File: config.mk
export PLATFORM = sky130hd
export DESIGN_NAME = stopwatch_ctrl
export DESIGN_NICKNAME = d
export VERILOG_FILES = /design/src/rtl/stopwatch_ctrl.sv
export SDC_FILE = /design/constraint.sdc
export NUM_CORES = 1
export LEC_CHECK = 0
export ABC_CLOCK_PERIOD_IN_PS = 6300
export CORE_UTILIZATION = 55
export DETAILED_ROUTE_END_ITERATION = 12
export HOLD_SLACK_MARGIN = 0.03
export PLACE_DENSITY = 0.75
export SYNTH_ARGS = -nofsm -noshare
export SYNTH_HDL_FRONTEND = slang
export SYNTH_SLANG_ARGS = --single-unit
File: constraint.sdc
create_clock -name clk -period 6.3 [get_ports clk]
set_clock_uncertainty 0.15 [all_clocks]
set_input_delay 1.26 -clock clk [delete_from_list [all_inputs] [get_ports clk]]
set_output_delay 1.26 -clock clk [all_outputs]
set_load 0.05 [all_outputs]
File: src/rtl/stopwatch_ctrl.sv
// Stopwatch control: button conditioning, start/pause/lap/clear FSM,
// count-enable prescaler, lap display snapshot and 59:59 stop.

module stopwatch_ctrl_debounce #(
    parameter int DEBOUNCE = 500_000
) (
    input  logic clk,
    input  logic rst,
    input  logic btn,
    output logic press
);
    localparam int CW = (DEBOUNCE > 1) ? $clog2(DEBOUNCE) : 1;

    logic [1:0]    sync;
    logic [CW-1:0] cnt;
    logic          level;
    logic          level_q;

    always_ff @(posedge clk or posedge rst) begin
        if (rst) begin
            sync    <= '0;
            cnt     <= '0;
            level   <= 1'b0;
            level_q <= 1'b0;
        end else begin
            sync    <= {sync[0], btn};
            level_q <= level;
            if (sync[1] == level) begin
                cnt <= '0;
            end else if (cnt == CW'(DEBOUNCE - 1)) begin
                level <= sync[1];
                cnt   <= '0;
            end else begin
                cnt <= cnt + 1'b1;
            end
        end
    end

    // Rising edge of the accepted level only; releases are silent.
    assign press = level & ~level_q;
endmodule

module stopwatch_ctrl #(
    parameter int PRESCALE = 50_000_000,
    parameter int DEBOUNCE = 500_000
) (
    input  logic       clk,
    input  logic       rst,
    input  logic       btn_start,
    input  logic       btn_clear,
    input  logic       btn_lap,
    input  logic [3:0] dig_1,
    input  logic [3:0] dig_2,
    input  logic [3:0] dig_3,
    input  logic [3:0] dig_4,
    output logic       tick_en,
    output logic       clr,
    output logic [3:0] disp_dig_1,
    output logic [3:0] disp_dig_2,
    output logic [3:0] disp_dig_3,
    output logic [3:0] disp_dig_4,
    output logic [2:0] state,
    output logic       done
);
    localparam int NUM_BTN = 3;
    localparam int PW      = $clog2(PRESCALE);

    typedef enum logic [2:0] {
        IDLE  = 3'd0,
        RUN   = 3'd1,
        PAUSE = 3'd2,
        LAP   = 3'd3,
        DONE  = 3'd4
    } state_t;

    state_t               st;
    logic [PW-1:0]        pcnt;
    logic [NUM_BTN-1:0]   btn_raw;
    logic [NUM_BTN-1:0]   press;
    logic [3:0][3:0]      live;
    logic [3:0][3:0]      disp;
    logic                 go_clear, go_start, go_lap;
    logic                 wrap, at_max;

    assign btn_raw = {btn_lap, btn_clear, btn_start};

    generate
        for (genvar i = 0; i < NUM_BTN; i++) begin : g_btn
            stopwatch_ctrl_debounce #(.DEBOUNCE(DEBOUNCE)) u_db (
                .clk   (clk),
                .rst   (rst),
                .btn   (btn_raw[i]),
                .press (press[i])
            );
        end
    endgenerate

    // clear > start > lap; a lower-priority press in the same cycle is lost.
    assign go_clear = press[1];
    assign go_start = press[0] & ~press[1];
    assign go_lap   = press[2] & ~press[1] & ~press[0];

    assign live   = {dig_4, dig_3, dig_2, dig_1};
    assign wrap   = ((st == RUN) || (st == LAP)) && (pcnt == PW'(PRESCALE - 1));
    assign at_max = (dig_4 == 4'd5) && (dig_3 == 4'd9) && (dig_2 == 4'd5) && (dig_1 == 4'd9);

    always_ff @(posedge clk or posedge rst) begin
        if (rst) begin
            st      <= IDLE;
            pcnt    <= '0;
            tick_en <= 1'b0;
            clr     <= 1'b0;
            done    <= 1'b0;
            disp    <= '0;
        end else begin
            tick_en <= 1'b0;
            clr     <= 1'b0;
            if (st != LAP)
                disp <= live;
            case (st)
                IDLE: begin
                    pcnt <= '0;
                    if (go_clear)
                        clr <= 1'b1;
                    else if (go_start)
                        st <= RUN;
                end
                RUN, LAP: begin
                    if (wrap && at_max) begin
                        st   <= DONE;
                        done <= 1'b1;
                        pcnt <= '0;
                    end else if (go_start) begin
                        // Pausing freezes the prescaler so the partial second survives.
                        st   <= PAUSE;
                        disp <= live;
                    end else begin
                        pcnt    <= wrap ? '0 : pcnt + 1'b1;
                        tick_en <= wrap;
                        if (go_lap) begin
                            st   <= (st == RUN) ? LAP : RUN;
                            disp <= live;
                        end
                    end
                end
                PAUSE: begin
                    if (go_clear) begin
                        st   <= IDLE;
                        clr  <= 1'b1;
                        pcnt <= '0;
                    end else if (go_start) begin
                        st <= RUN;
                    end
                end
                DONE: begin
                    if (go_clear) begin
                        st   <= IDLE;
                        done <= 1'b0;
                        clr  <= 1'b1;
                        pcnt <= '0;
                    end
                end
                default: begin
                    st   <= IDLE;
                    done <= 1'b0;
                    pcnt <= '0;
                end
            endcase
        end
    end

    assign state      = st;
    assign disp_dig_1 = disp[0];
    assign disp_dig_2 = disp[1];
    assign disp_dig_3 = disp[2];
    assign disp_dig_4 = disp[3];
endmodule

==> flow_summary.json <==
{
  "vias_per_cell": 5.80,
  "p_sw_share_pct": 22.9,
  "core_area_um2": 10400,
  "grt_usage_pct": 23.2,
  "maxCapViolations": 0,
  "die_x_um": 106,
  "cts_tree": "yes",
  "hold_start": "g_btn[0].u_db.sync[0]",
  "antenna_cells": 0,
  "via_count": 4458,
  "rsz0062_at_grt": "no",
  "instances_no_fill": 769,
  "drive_gt1_share_pct": 11.1,
  "p_switching_w": 0.000404,
  "drv_slew": 0,
  "grt_remaining_overflow": 0,
  "grt_max_degree": 74,
  "yosys_register_bits": 117,
  "finalWirelength_um": 11800,
  "async_flop_share_pct": 100,
  "routabilityCongestion": 0.799,
  "finalHoldViolations": 0,
  "wl_per_cell_um": 15.3,
  "path_max_fanout": 26,
  "synth.top_cell.area_share_pct": 49.3,
  "placed_area_um2": 6450,
  "die_h_um": 106,
  "pwr-share-clk_pct": 51.6,
  "synth_most_common_cell": "dfrtp_1",
  "end_kind": "register",
  "placementRows": 37,
  "power_frac_seq_pct": 43.7,
  "ys_top_cells_by_count": "dfrtp_1 (117), nor2_1 (75), nand3_1 (36)",
  "fill_cells": 789,
  "tightest_slew_ns": 0.903,
  "cts_resized": 0,
  "grt_pass1_vias": 4328,
  "synth_top_area_cell": "dfrtp_1",
  "postSynthCellCount": 581,
  "max_freq_mhz": 257,
  "clock-sinks": 117,
  "status": "complete, no violations",
  "design_area_um2": 7010,
  "synth_ff_type": "dfrtp_1",
  "startpoint": "dig_4[3]",
  "ctsHtreeMaxLevel": 4,
  "setup_viol_count_final": 0,
  "cp-start-kind": "input pin",
  "dr.pass1.iters": 5,
  "cts_setup_buffers": 0,
  "p_int_w": 0.00137,
  "insertion_delay_ns": 0.53,
  "whs_path_depth": 0,
  "synth_seq_area_share_pct": 49.3,
  "dp_slack_ns": 1.86,
  "synth_cell_types": 49,
  "postRouteAntennaNets": 0,
  "worstSetupPathType": "input pin to register",
  "vdd_ir_drop_max_mv": 0.206,
  "worstPathArrival_ns": 4.14,
  "hold_path_class": "register to register",
  "p_per_area_nw_per_um2": 252,
  "die_area_um2": 11200,
  "drc": 0,
  "hpwl_um": 7620,
  "p_leak_nw": 2.80,
  "cts_max_path_buffers": 2,
  "relSlewSlack_pct": 39.8,
  "synth-edff-count": 0,
  "antenna_found_initial": 0,
  "drt-initial-drc-count": 293,
  "dpl.cell_count": 737,
  "layout-area-overhead-vs-synth_pct": 18.2,
  "path_clk_slew_ns": 0.06,
  "combPwrFrac_pct": 4.7,
  "fin_crit_ns": 3.88,
  "cts-root-buf": "clkbuf_8",
  "final.setup.tns_ns": 0,
  "r2r_cells": 5,
  "numCtsBuffers": 17,
  "syn-num-nets": 606,
  "final_nets": 645,
  "grt_pass1_wl_um": 20300,
  "finalCritPeriodShare_pct": 61.7,
  "yosysWarnings": 0,
  "setup_ws_ns": 2.42,
  "synthTopCellsByArea": "dfrtp_1 (49%), xnor2_1 (4.9%), nor2_1 (4.7%), mux2i_1 (3.9%), xor2_1 (3.2%)",
  "io_pins": 43,
  "io_buffers": 42,
  "worst_r2r_startpoint": "pcnt[13]",
  "cts-hold-fix-buffers": 0,
  "netlist_area_um2": 5930,
  "critical_path_required_ns": 6.56,
  "start_util_pct": 57.2,
  "syn_area_per_cell_um2": 10.2
}
worst max-delay path, cell delays in order:
cell             delay [ns]
clkdlybuf4s50_1        0.43
or4b_1                 0.58
nor4_4                 0.38
nand3_4                0.41
a21oi_4                0.65
mux2_2                 0.42
power by group through the flow:
stage | Clock, W | Sequential [W] | Combinational (W)
final | 0.000913 | 0.000773 | 0.0000833
after global routing | 0.000959 | 0.000775 | 0.0000926
after CTS | 0.000927 | 0.000773 | 0.0000856
after detailed placement | 0 | 0.000786 | 0.0000849
after global placement | 0 | 0.000785 | 0.0000832
after floorplan | 0 | 0.000803 | 0.0000330
layout by cell type (no fill, tap or decap), types with 9 or more instances in the layout:
cell type and count:
clkbuf_16 16, o21ai_0 23, nand4_1 24, xor2_1 22, mux2_2 9, o21bai_1 20
nand3_1 36, xnor2_1 33, mux2_4 10, a21oi_1 14, inv_1 14, nor3_1 14
nand2_1 35, nor2_1 75, dfrtp_1 117, nor4_1 11, clkdlybuf4s50_1 42, mux2i_1 23
metrics by stage:
step | hold WS (ns) | util [%] | total power [W]
global placement | 0.188 | 62.2 | 0.000869
floorplan | 0.181 | - | 0.000836
CTS | 0.198 | 67.6 | 0.00179
finish | 0.199 | 67.6 | 0.00177
detailed placement | 0.186 | 62.2 | 0.000871
global route | 0.203 | 67.6 | 0.00183
routing by layer:
| layer | vias up | share of wire, % | global-route usage [%] |
|---|---|---|---|
| met5 | - | 0 | 0 |
| met4 | 0 | 1.4 | 9.13 |
| met3 | 19 | 4.7 | 6.31 |
| met2 | 95 | 46 | 35.6 |
| met1 | 2206 | 48 | 31.3 |
| li1 | 2138 | - | - |
final cells by class:
| type | count | area, µm² | share of cell area (%) |
|---|---|---|---|
| Inverter | 15 | 58.8 | 0.839 |
| Clock inverter | 13 | 131 | 1.87 |
| Clock buffer | 19 | 432 | 6.16 |
| Multi-Input combinational cell | 423 | 2840 | 40.5 |
| Tap cell | 136 | 170 | 2.43 |
| Sequential cell | 117 | 2930 | 41.7 |
| Timing Repair Buffer | 46 | 450 | 6.42 |
final timing paths:
| check | to | slack, ns |
|---|---|---|
| max in group asynchronous | disp_dig_2[0] | 3.79 |
| setup reg to reg | disp_dig_4[3] | 3.15 |
| min in group asynchronous | g_btn[1].u_db.cnt[12] | 1.13 |
| hold / removal | g_btn[0].u_db.sync[1] | 0.20 |
| hold reg to reg | g_btn[0].u_db.sync[1] | 0.20 |
| setup / recovery | disp_dig_4[3] | 2.42 |
cells by family (layout without fill, tap and decap cells):
logic type	after synthesis	in the layout	share of synthesized area [%]
AOI/OAI and AO/OA	81	81	9.38
adders and majority gates	4	4	0.844
DFF	117	117	49.3
muxes	42	42	8.12
and+or+nand+nor	241	241	21.2
buffers and inverters	41	93	3.04
xor gates and xnor gates	55	55	8.12
registers in the layout, summed over array words and instances, names as in the netlist:
| signal | count |
|---|---|
| disp_dig_3 | 4 |
| disp_dig_4 | 4 |
| g_btn.u_db.level | 3 |
| disp_dig_1 | 4 |
| g_btn.u_db.cnt | 57 |
| disp_dig_2 | 4 |
| done | 1 |
| state | 3 |
| tick_en | 1 |
| g_btn.u_db.sync | 6 |
| pcnt | 26 |
| g_btn.u_db.level_q | 3 |
| clr | 1 |
No activity file was read; power rests on OpenSTA's default activity.
